$ cat src/rtl/commu_pkg.sv
// Shared definitions for the commu serial receive path: FSM states, frame constants and counter widths.
package commu_pkg;

    localparam int unsigned DATA_BITS = 8;
    localparam logic        STOP_LVL  = 1'b1;
    localparam int unsigned TOTAL_W   = 32;
    localparam int unsigned ERR_W     = 16;
    localparam int unsigned DIVD_W    = 32;
    localparam int unsigned DIVS_W    = 16;

    typedef enum logic [2:0] {
        ST_DIV,
        ST_IDLE,
        ST_START,
        ST_DATA,
        ST_STOP,
        ST_BRK
    } rx_state_e;

endpackage

$ cat src/rtl/bit_div_calc.sv
// Iterative restoring divider, one quotient bit per cycle; done pulses 34 cycles after start.
module bit_div_calc
    import commu_pkg::*;
(
    input  logic              clk_sys,
    input  logic              rst_n,
    input  logic              start,
    input  logic [DIVD_W-1:0] dividend,
    input  logic [DIVS_W-1:0] divisor,
    output logic              busy,
    output logic              done,
    output logic [DIVD_W-1:0] quot,
    output logic              div0
);

    localparam int unsigned    CNT_W = 6;
    localparam logic [CNT_W-1:0] LAST = CNT_W'(DIVD_W);

    logic [CNT_W-1:0]  cnt;
    logic [DIVS_W-1:0] rem;
    logic [DIVS_W-1:0] dvs;
    logic [DIVS_W:0]   rem_sh;
    logic [DIVS_W-1:0] diff;
    logic              fits;

    // Shift next dividend bit into the partial remainder and trial-subtract.
    always_comb begin
        rem_sh = {rem, quot[DIVD_W-1]};
        fits   = rem_sh >= {1'b0, dvs};
        diff   = rem_sh[DIVS_W-1:0] - dvs;
    end

    always_ff @(posedge clk_sys or negedge rst_n) begin
        if (!rst_n) begin
            busy <= 1'b0;
            done <= 1'b0;
            quot <= '0;
            div0 <= 1'b0;
            cnt  <= '0;
            rem  <= '0;
            dvs  <= '0;
        end else begin
            done <= 1'b0;
            if (start) begin
                busy <= 1'b1;
                cnt  <= '0;
                quot <= dividend;
                rem  <= '0;
                dvs  <= divisor;
                div0 <= (divisor == '0);
            end else if (busy) begin
                if (cnt == LAST) begin
                    busy <= 1'b0;
                    done <= 1'b1;
                end else begin
                    cnt  <= cnt + 1'b1;
                    quot <= {quot[DIVD_W-2:0], fits};
                    rem  <= fits ? diff : rem_sh[DIVS_W-1:0];
                end
            end
        end
    end

endmodule

$ cat src/rtl/commu_rx.sv
// Oversampling serial receiver: recovers start/8-data/stop frames at tbit_fre kbps and counts bits and framing errors.
module commu_rx
    import commu_pkg::*;
#(
    parameter int unsigned CLK_KHZ = 100000,
    parameter int unsigned DIV_MIN = 4
)
(
    input  logic               clk_sys,
    input  logic               rst_n,
    input  logic               rx,
    input  logic [15:0]        tbit_fre,
    input  logic               clr,
    output logic [TOTAL_W-1:0] rx_total,
    output logic [7:0]         rx_data,
    output logic               rx_vld,
    output logic [ERR_W-1:0]   frm_err_cnt,
    output logic               cfg_ok
);

    localparam int unsigned          IDX_W      = $clog2(DATA_BITS);
    localparam logic [TOTAL_W-1:0]   TOTAL_MAX  = '1;
    localparam logic [TOTAL_W-1:0]   TOTAL_STEP = TOTAL_W'(DATA_BITS);
    localparam logic [ERR_W-1:0]     ERR_MAX    = '1;
    localparam logic [IDX_W-1:0]     IDX_LAST   = IDX_W'(DATA_BITS - 1);

    rx_state_e         state, state_nxt;
    logic              sync_q1, sync_q2;
    logic [15:0]       tbit_q;
    logic              init_q;
    logic [DIVD_W-1:0] bcnt, bcnt_nxt;
    logic [DIVD_W-1:0] div_q, div_nxt;
    logic [IDX_W-1:0]  bidx, bidx_nxt;
    logic [7:0]        shift, shift_nxt;
    logic [7:0]        data_nxt;
    logic              vld_nxt, cfg_nxt, inc_total, inc_err;
    logic [TOTAL_W-1:0] total_nxt;
    logic [ERR_W-1:0]  err_nxt;

    logic              start_c, fall_c, line_c, bit_end_c, half_end_c, div_ok_c;
    logic              div_busy, div_done, div_zero;
    logic [DIVD_W-1:0] div_quot;

    bit_div_calc u_div (
        .clk_sys  (clk_sys),
        .rst_n    (rst_n),
        .start    (start_c),
        .dividend (DIVD_W'(CLK_KHZ)),
        .divisor  (tbit_fre),
        .busy     (div_busy),
        .done     (div_done),
        .quot     (div_quot),
        .div0     (div_zero)
    );

    // Recompute the divisor after reset and on any rate change.
    always_comb begin
        start_c    = init_q || (tbit_fre != tbit_q);
        fall_c     = !sync_q1 && sync_q2;
        line_c     = sync_q2;
        bit_end_c  = (bcnt == div_q - 1'b1);
        half_end_c = (bcnt == (div_q >> 1) - 1'b1);
        div_ok_c   = !div_zero && (div_quot >= DIVD_W'(DIV_MIN));
    end

    always_comb begin
        state_nxt = state;
        bcnt_nxt  = bit_end_c ? '0 : bcnt + 1'b1;
        div_nxt   = div_q;
        bidx_nxt  = bidx;
        shift_nxt = shift;
        data_nxt  = rx_data;
        vld_nxt   = 1'b0;
        cfg_nxt   = cfg_ok;
        inc_total = 1'b0;
        inc_err   = 1'b0;
        case (state)
            ST_DIV: begin
                if (div_done && !div_busy) begin
                    div_nxt = div_quot;
                    cfg_nxt = div_ok_c;
                    if (div_ok_c) state_nxt = ST_IDLE;
                end
            end
            ST_IDLE: begin
                if (fall_c) begin
                    bcnt_nxt  = '0;
                    state_nxt = ST_START;
                end
            end
            ST_START: begin
                if (half_end_c) begin
                    if (!line_c) begin
                        bcnt_nxt  = '0;
                        bidx_nxt  = '0;
                        state_nxt = ST_DATA;
                    end else begin
                        state_nxt = ST_IDLE;
                    end
                end
            end
            ST_DATA: begin
                if (bit_end_c) begin
                    shift_nxt = {line_c, shift[7:1]};
                    bidx_nxt  = bidx + 1'b1;
                    if (bidx == IDX_LAST) state_nxt = ST_STOP;
                end
            end
            ST_STOP: begin
                if (bit_end_c) begin
                    if (line_c == STOP_LVL) begin
                        data_nxt  = shift;
                        vld_nxt   = 1'b1;
                        inc_total = 1'b1;
                        state_nxt = ST_IDLE;
                    end else begin
                        inc_err   = 1'b1;
                        state_nxt = ST_BRK;
                    end
                end
            end
            ST_BRK: begin
                if (line_c) state_nxt = ST_IDLE;
            end
            default: state_nxt = ST_DIV;
        endcase
        // A rate change abandons any frame in flight without counting it.
        if (start_c) begin
            state_nxt = ST_DIV;
            cfg_nxt   = 1'b0;
            data_nxt  = rx_data;
            vld_nxt   = 1'b0;
            inc_total = 1'b0;
            inc_err   = 1'b0;
        end
    end

    // Saturating counters; clr overrides a coincident increment.
    always_comb begin
        total_nxt = rx_total;
        err_nxt   = frm_err_cnt;
        if (clr) begin
            total_nxt = '0;
            err_nxt   = '0;
        end else begin
            if (inc_total)
                total_nxt = (rx_total > TOTAL_MAX - TOTAL_STEP) ? TOTAL_MAX : rx_total + TOTAL_STEP;
            if (inc_err)
                err_nxt = (frm_err_cnt == ERR_MAX) ? ERR_MAX : frm_err_cnt + 1'b1;
        end
    end

    always_ff @(posedge clk_sys or negedge rst_n) begin
        if (!rst_n) begin
            state       <= ST_DIV;
            sync_q1     <= 1'b1;
            sync_q2     <= 1'b1;
            tbit_q      <= '0;
            init_q      <= 1'b1;
            bcnt        <= '0;
            div_q       <= '0;
            bidx        <= '0;
            shift       <= '0;
            rx_data     <= '0;
            rx_vld      <= 1'b0;
            cfg_ok      <= 1'b0;
            rx_total    <= '0;
            frm_err_cnt <= '0;
        end else begin
            state       <= state_nxt;
            sync_q1     <= rx;
            sync_q2     <= sync_q1;
            tbit_q      <= tbit_fre;
            init_q      <= 1'b0;
            bcnt        <= bcnt_nxt;
            div_q       <= div_nxt;
            bidx        <= bidx_nxt;
            shift       <= shift_nxt;
            rx_data     <= data_nxt;
            rx_vld      <= vld_nxt;
            cfg_ok      <= cfg_nxt;
            rx_total    <= total_nxt;
            frm_err_cnt <= err_nxt;
        end
    end

endmodule

$ cat config.mk
export PLATFORM = sky130hd
export DESIGN_NAME = commu_rx
export DESIGN_NICKNAME = d
export VERILOG_FILES = /design/src/rtl/commu_pkg.sv /design/src/rtl/bit_div_calc.sv /design/src/rtl/commu_rx.sv
export SDC_FILE = /design/constraint.sdc
export NUM_CORES = 1
export LEC_CHECK = 0
export ABC_CLOCK_PERIOD_IN_PS = 3400
export CORE_ASPECT_RATIO = 1.4
export CORE_MARGIN = 2
export CORE_UTILIZATION = 55
export DETAILED_ROUTE_END_ITERATION = 16
export PLACE_DENSITY = 0.77
export SLEW_MARGIN = 10
export SYNTH_ARGS = -nofsm -noshare
export SYNTH_HDL_FRONTEND = slang
export SYNTH_SLANG_ARGS = --single-unit
$ cat constraint.sdc
create_clock -name clk_sys -period 3.4 [get_ports clk_sys]
set_input_delay 0.68 -clock clk_sys [delete_from_list [all_inputs] [get_ports clk_sys]]
set_output_delay 0.68 -clock clk_sys [all_outputs]
set_load 0.02 [all_outputs]
==> results of run 1 <==
[layout by cell type (no fill, tap or decap), drive strengths merged, types with 5 or more instances in the layout]
cell           Yosys  final
or2                7      7
nand4             28     28
nor2             135    135
buf               13    189
o211a              6      6
nand3b             9      9
clkdlybuf4s50      0     76
nor3              46     46
o21a               5      5
o22ai              6      6
a21oi             69     69
nor2b              7      7
mux2              49     49
nand3             46     46
o21ai             49     49
nor4              51     51
nand2            149    149
o2111ai            5      5
dfrtp            223    223
a21o               9      9
a211oi            31     31
o21bai             8      8
a41oi              7      7
clkbuf            86     32
a311oi            14     14
inv               46     48
a2111oi            6      6
a31oi             20     20
clkinv             1      8
and2              20     20
or4               17     17
or3               18     18
mux2i              7      7
xor2              71     71
nand2b             7      7
xnor2             74     74
and3              31     31
and4               6      6
o211ai             6      6
ha                25     25
[worst max-delay path, cell delays in order, from the launching register on]
cell and delay, ns:
dfrtp_1 0.41, or4_4 0.50, or3_4 0.41, a2111oi_4 0.40
o22ai_1 0.13, or4_4 0.55, or4_4 0.50, nor2_4 0.22
buf_6 0.18, a21oi_1 0.07, a211oi_1 0.17
[repair_timing]
| item | 4_1_cts | 5_1_grt |
|---|---|---|
| resized for setup | 40 | 35 |
| pin swaps | 20 | 6 |
| endpoints found under the setup margin | 100 | 100 |
| setup buffers | 7 | 7 |
| cloned | 0 | 1 |
[layer usage]
metal | routed length, um | up-vias | GRT usage, %
met5 | 0 | - | 0
met4 | 1797 | 0 | 13.78
met3 | 1810 | 125 | 3.569
met2 | 19360 | 425 | 52.93
met1 | 14300 | 5960 | 34.59
li1 | - | 5605 | -
[power breakdown]
part | total (mW) | leakage (nW) | switching, mW | internal, mW
combinational | 0.202 | 4.33 | 0.127 | 0.0750
clock | 2.70 | 0.409 | 1.12 | 1.59
sequential | 2.72 | 3.02 | 0.0120 | 2.71
[through the flow]
| step | instance area, sq um | setup TNS (ns) | setup slack [ns] | hold slack [ns] |
|---|---|---|---|---|
| after global placement | 15610 | -27.88 | -0.5212 | 0.3662 |
| after global routing | 16910 | -12.19 | -0.3541 | 0.2435 |
| after detailed placement | 15610 | -33.79 | -0.5880 | 0.3651 |
| final | 16910 | -7.096 | -0.2367 | 0.1807 |
| after floorplan | 13480 | -3.986 | -0.1824 | 0.3539 |
| after CTS | 16680 | -4.411 | -0.1907 | 0.2437 |
[synthesized netlist by cell type, types with 5 or more instances]
library cell	n
inv_1	46
nand2b_1	7
a2111oi_0	5
nor3_1	44
o22ai_1	6
mux2_2	49
buf_2	5
or2_2	7
nand4_1	28
nor2_1	134
nand3_1	46
o21ai_0	49
a31oi_1	20
dfrtp_1	223
and3_1	31
nand3b_1	9
o211ai_1	6
xor2_1	71
o21a_1	5
a211oi_1	29
and2_1	20
and4_1	6
mux2i_1	7
nor4_1	48
nor2b_1	7
o2111ai_1	5
o21bai_1	8
a41oi_1	7
or3_1	17
or4_1	15
o211a_1	6
ha_1	25
a21o_1	9
a311oi_1	13
xnor2_1	74
nand2_1	149
clkbuf_1	85
a21oi_1	69
[logic make-up (layout without fill, tap and decap cells)]
kind of cell	Yosys count	in the layout	share of synthesized area, %
AOI/OAI and AO/OA	269	269	13.61
adders and majority gates	26	26	2.504
DFF	226	226	42.58
muxes	56	56	4.679
other	1	1	0.02821
xor gates and xnor gates	145	145	9.555
and+or+nand+nor	590	590	22.67
buffers and inverters	146	356	4.377
[final cells by class]
cell class                 count  area [sq um]  share of cell area, %
tap                          310         387.9                  2.294
clock inverter                12         131.4                 0.7770
sequential                   226          5659                  33.47
multi-input combinational   1087          7527                  44.52
clock buffer                  32         690.7                  4.085
inverter                      47         176.4                  1.043
timing repair buffer         265          2336                  13.82
[worst paths after layout]
| kind | start | to | slack (ns) | depth (start not counted) |
|---|---|---|---|---|
| min in group clk_sys | sync_q1 | line_c | 0.38 | 0 |
| setup reg to reg | div_q[22] | rx_total[7] | -0.24 | 10 |
| hold / removal | rst_n | bcnt[8] | 0.18 | 1 |
| setup / recovery | div_q[22] | rx_total[7] | -0.24 | 10 |
| hold reg to reg | sync_q1 | line_c | 0.38 | 0 |
| max in group asynchronous | rst_n | line_c | 2.40 | 2 |
[registers in the layout, summed over array words and instances (netlist names), 3 cells and up]
signal       count
u_div.rem       16
div_q           32
u_div.dvs       16
rx_total        30
state            3
bcnt            32
rx_data          8
frm_err_cnt     16
shift            8
bidx             3
u_div.cnt        6
tbit_q          16
u_div.quot      32
==> reports/qor.csv, run 1 <==
metric,value,unit
finalCritPeriodShare,107.0,%
clkSlewWorstSetupHoldPaths,0.07,ns
grt_usage,29.43,%
finalHoldViolations,0,
yosysUniqueCellTypes,74,
grt_pass1_vias,12370,
cp.arrival,4.08,ns
fin_skew,0.02919,ns
synth_seq_cells,226,
setup_viol,57,
period_minus_slack,3.637,ns
startpoint_type,flip-flop,
syn-cell-area,13290,sq um
port_buffers,77,
die_w,135.4,um
diodes,0,
numCtsBuffers,24,
status,finished with violations,
worstMarginPinSlew,0.9475,ns
yosysSeqAreaShare,42.58,%
drive_gt1_share,22.17,%
post_drt_wl_per_cell,18.83,um
synth_area_leader_cell,dfrtp_1,
relSlewSlack,36.83,%
finalPower,5.630,mW
start_util,55.83,%
insertion_delay,0.54,ns
p_leak,7.764,nW
yosys_warnings,0,
drtIter0Drc,825,
worst-endpoint-required,3.85,ns
rsz0062_at_grt,true,
nFillCells,1720,
max_cap_violations,0,
row_count,67,
synthArstFlopShare,100.0,%
grt.overflow.total,0,
ant_nets,0,
synth-edff-count,0,
p_per_area,333.0,nW/um^2
synthFlopType,dfrtp_1,
netlist.area_leader.share,41.98,%
syn_inst,1459,
dieArea,25440,sq um
wl,37.27,mm
ioPinCount,78,
hpwlAfterDp,26.31,mm
htreeDepth,1,
gp_congestion,0.9304,
routed_via_density,6.122,
cts_tree,yes,
antenna_found_initial,0,
max_freq,275.0,MHz
cts_buffer_depth,3,
layout_setup_ws,-0.2367,ns
cts_hold_buf,0,
dieHeight,187.9,um
violations,setup timing,
slew_violations,0,
cts_sinks,226,
final_cells,1979,
yosys-top-cells-area,"dfrtp_1, xnor2_1, xor2_1",
syn2layout_area_growth,27.21,%
crit_type,reg2reg,
grt_max_degree,99,
syn_nets,1505,
hp-class,in2async,
path_max_fanout,8,
route.detailed.drc,0,
drtPass1Iterations,5,
syn_area_per_cell,9.110,sq um
grt_pass1_wl,61.33,mm
layout.nets,1697,
cp-end-kind,flip-flop,
fin_util,71.02,%
core,23810,sq um
vdd_drop_max,0.4505,mV
root_buffer,clkbuf_16,
vias,12120,
dp.cells,1920,
No activity file was read; power rests on OpenSTA's default activity.
==> inputs of run 2 (changes only) <==
--- a/config.mk
+++ b/config.mk
@@ -8,10 +8,10 @@
 export ABC_CLOCK_PERIOD_IN_PS = 3400
 export CORE_ASPECT_RATIO = 1.4
 export CORE_MARGIN = 2
-export CORE_UTILIZATION = 55
+export CORE_UTILIZATION = 56
+export CTS_BUF_LIST = sky130_fd_sc_hd__clkbuf_4
 export DETAILED_ROUTE_END_ITERATION = 16
-export PLACE_DENSITY = 0.77
-export SLEW_MARGIN = 10
+export PLACE_DENSITY = 0.79
 export SYNTH_ARGS = -nofsm -noshare
 export SYNTH_HDL_FRONTEND = slang
 export SYNTH_SLANG_ARGS = --single-unit
==> run 2 against run 1 <==
Net effect: the flow still finishes with violations (setup timing); maximum frequency decreased by 2.0%; register-to-register slack worse by 0.07 ns; cell count up 3.3%; sequential cell count stayed put; critical path depth is 1 lower; setup slack got worse by 0.073 ns; routed wire length down 1.2%; highest routed layer unchanged.
==> reports/qor.csv, run 2 (synthesis gave the netlist of run 1 again) <==
metric,value,unit
insertion_delay,0.75,ns
post_drt_wl_per_cell,18.01,um
finalHoldViolations,0,
layout_commonest_cell,dfrtp_1,
gp_congestion,0.9703,
r2r_cells,9,
finalCritPeriodShare,109.1,%
clkSlewWorstSetupHoldPaths,0.07,ns
fin_util,72.44,%
p_per_area,302.5,nW/um^2
critPathBufInv,0,
fin_area,16870,sq um
relSlewSlack,37.18,%
drtPass1Iterations,7,
port_buffers,77,
status,finished with violations,
dp_slack,-0.6204,ns
route.detailed.drc,0,
max_freq,269.6,MHz
syn2layout_area_growth,26.92,%
grt_max_degree,95,
ant_nets,0,
max_stage_delay,0.56,ns
period_minus_slack,3.709,ns
cp-end-kind,flip-flop,
path_cells,or4_4 -> or3_4 -> a2111oi_4 -> o22ai_1 -> or4_4 -> or3_4 -> nor3_4 -> a41oi_2 -> a311oi_1,
drive_gt1_share,24.57,%
die_w,134.2,um
holdCritStartpoint,rx,
ioPinCount,78,
routed_via_density,6.026,
startpoint_type,flip-flop,
violations,setup timing,
htreeDepth,2,
r2r-start,div_q[21],
path_delay_family,simple AND/OR/NAND/NOR gates,
dieArea,25000,sq um
numCtsBuffers,56,
grt_pass1_vias,12240,
start_util,57.08,%
drtIter0Drc,776,
slew_violations,0,
wl,36.84,mm
grt.overflow.total,0,
worst-endpoint-required,4.03,ns
setup_viol,40,
reg_top3,"bcnt (32), div_q (32), u_div.quot (32)",
dieHeight,186.3,um
crit_type,reg2reg,
hpwlAfterDp,25.85,mm
p_leak,7.786,nW
hp-class,in2reg,
worstMarginPinSlew,0.9423,ns
cts_buffer_depth,3,
holdPathStages,1,
core,23290,sq um
cp.arrival,4.34,ns
grt_pass1_wl,58.91,mm
final_cell_mix,"dfrtp_1, buf_4, nand2_1",
cp-startpoint,div_q[21],
r2r_slack,-0.31,ns
root_buffer,clkbuf_4,
rr_endpoint,rx_total[26],
hold_ws,0.3387,ns
antenna_found_initial,1,
row_count,66,
grt_usage,28.97,%
vias,12320,
path_max_fanout,5,
post_dp_cell_area,15640,sq um
rsz0062_at_grt,true,
max_cap_violations,0,
hold_end,sync_q1,
cts_sinks,226,
fin_skew,0.06913,ns
cts_tree,yes,
layout.nets,1741,
layout_setup_ws,-0.3093,ns
vdd_drop_max,0.3328,mV
cp_slowest_cell,or4_4,
-- run 2: cell count changes in the layout (fill, tap and decap cells not counted), sizes merged --
| cell | change |
|---|---|
| bufinv | -2 |
| buf | +10 |
| clkinv | +14 |
| clkinvlp | -1 |
| clkbuf | +47 |
| dlygate4sd3 | +1 |
| diode | +1 |
-- run 2: worst max-delay path by stage --
stage | to | slack (ns) | depth (start not counted)
6_report | rx_total[26] | -0.31 | 9
3_5_place_dp | rx_total[4] | -0.62 | 12
3_3_place_gp | rx_total[10] | -0.50 | 11
5_1_grt | rx_total[15] | -0.49 | 12
2_1_floorplan | rx_total[18] | -0.18 | 11
4_1_cts | rx_total[29] | -0.27 | 10
-- run 2: area by class of cell --
cell class	instances	area [sq um]
antenna	1	2.502
clock buffer	78	585.6
clock inverter	23	93.84
fill	1676	6417
inverter	47	176.4
multi-input combinational	1087	7561
sequential	226	5659
tap	306	382.9
timing repair buffer	277	2409
-- run 2: what timing repair did --
item | in CTS | in global routing
endpoints found under the hold margin | 49 | 0
buffers inserted | 12 | 7
resized for setup | 41 | 47
hold buffers | 1 | 0
pin swaps | 18 | 24
gates cloned | 0 | 2
endpoints found under the setup margin | 99 | 100
-- run 2: routing by layer --
| layer | vias up | GRT usage, % | part of all wire [%] |
|---|---|---|---|
| met1 | 6015 | 33.12 | 38 |
| met5 | - | 0 | 0 |
| li1 | 5729 | - | - |
| met3 | 120 | 4.173 | 4.9 |
| met2 | 460 | 52.63 | 53 |
| met4 | 0 | 14.95 | 4.2 |
-- run 2: where the power goes --
group	internal (mW)	total, mW	switching, mW	leakage [nW]
Combinational	0.0708	0.194	0.124	4.36
Clock	1.06	2.19	1.12	0.405
Sequential	2.71	2.72	0.0112	3.02
Total	3.84	5.10	1.26	7.79
-- run 2: through the flow --
stage               instances  power [mW]  TNS (ns)
finish                   2045       5.103    -8.133
detailed placement       1924       2.967    -31.53
global route             2045       5.327    -20.13
floorplan                1459       2.838    -3.986
global placement         1924       2.961    -26.58
CTS                      2038       5.163    -7.489
==> inputs of run 3 (changes only) <==
--- a/config.mk
+++ b/config.mk
@@ -10,6 +10,7 @@
 export CORE_MARGIN = 2
 export CORE_UTILIZATION = 56
 export CTS_BUF_LIST = sky130_fd_sc_hd__clkbuf_4
+export CTS_CLUSTER_DIAMETER = 200
 export DETAILED_ROUTE_END_ITERATION = 16
 export PLACE_DENSITY = 0.79
 export SYNTH_ARGS = -nofsm -noshare
==> results of run 3 <==
The final DEF is identical to that of run 2; final timing and power are the same.
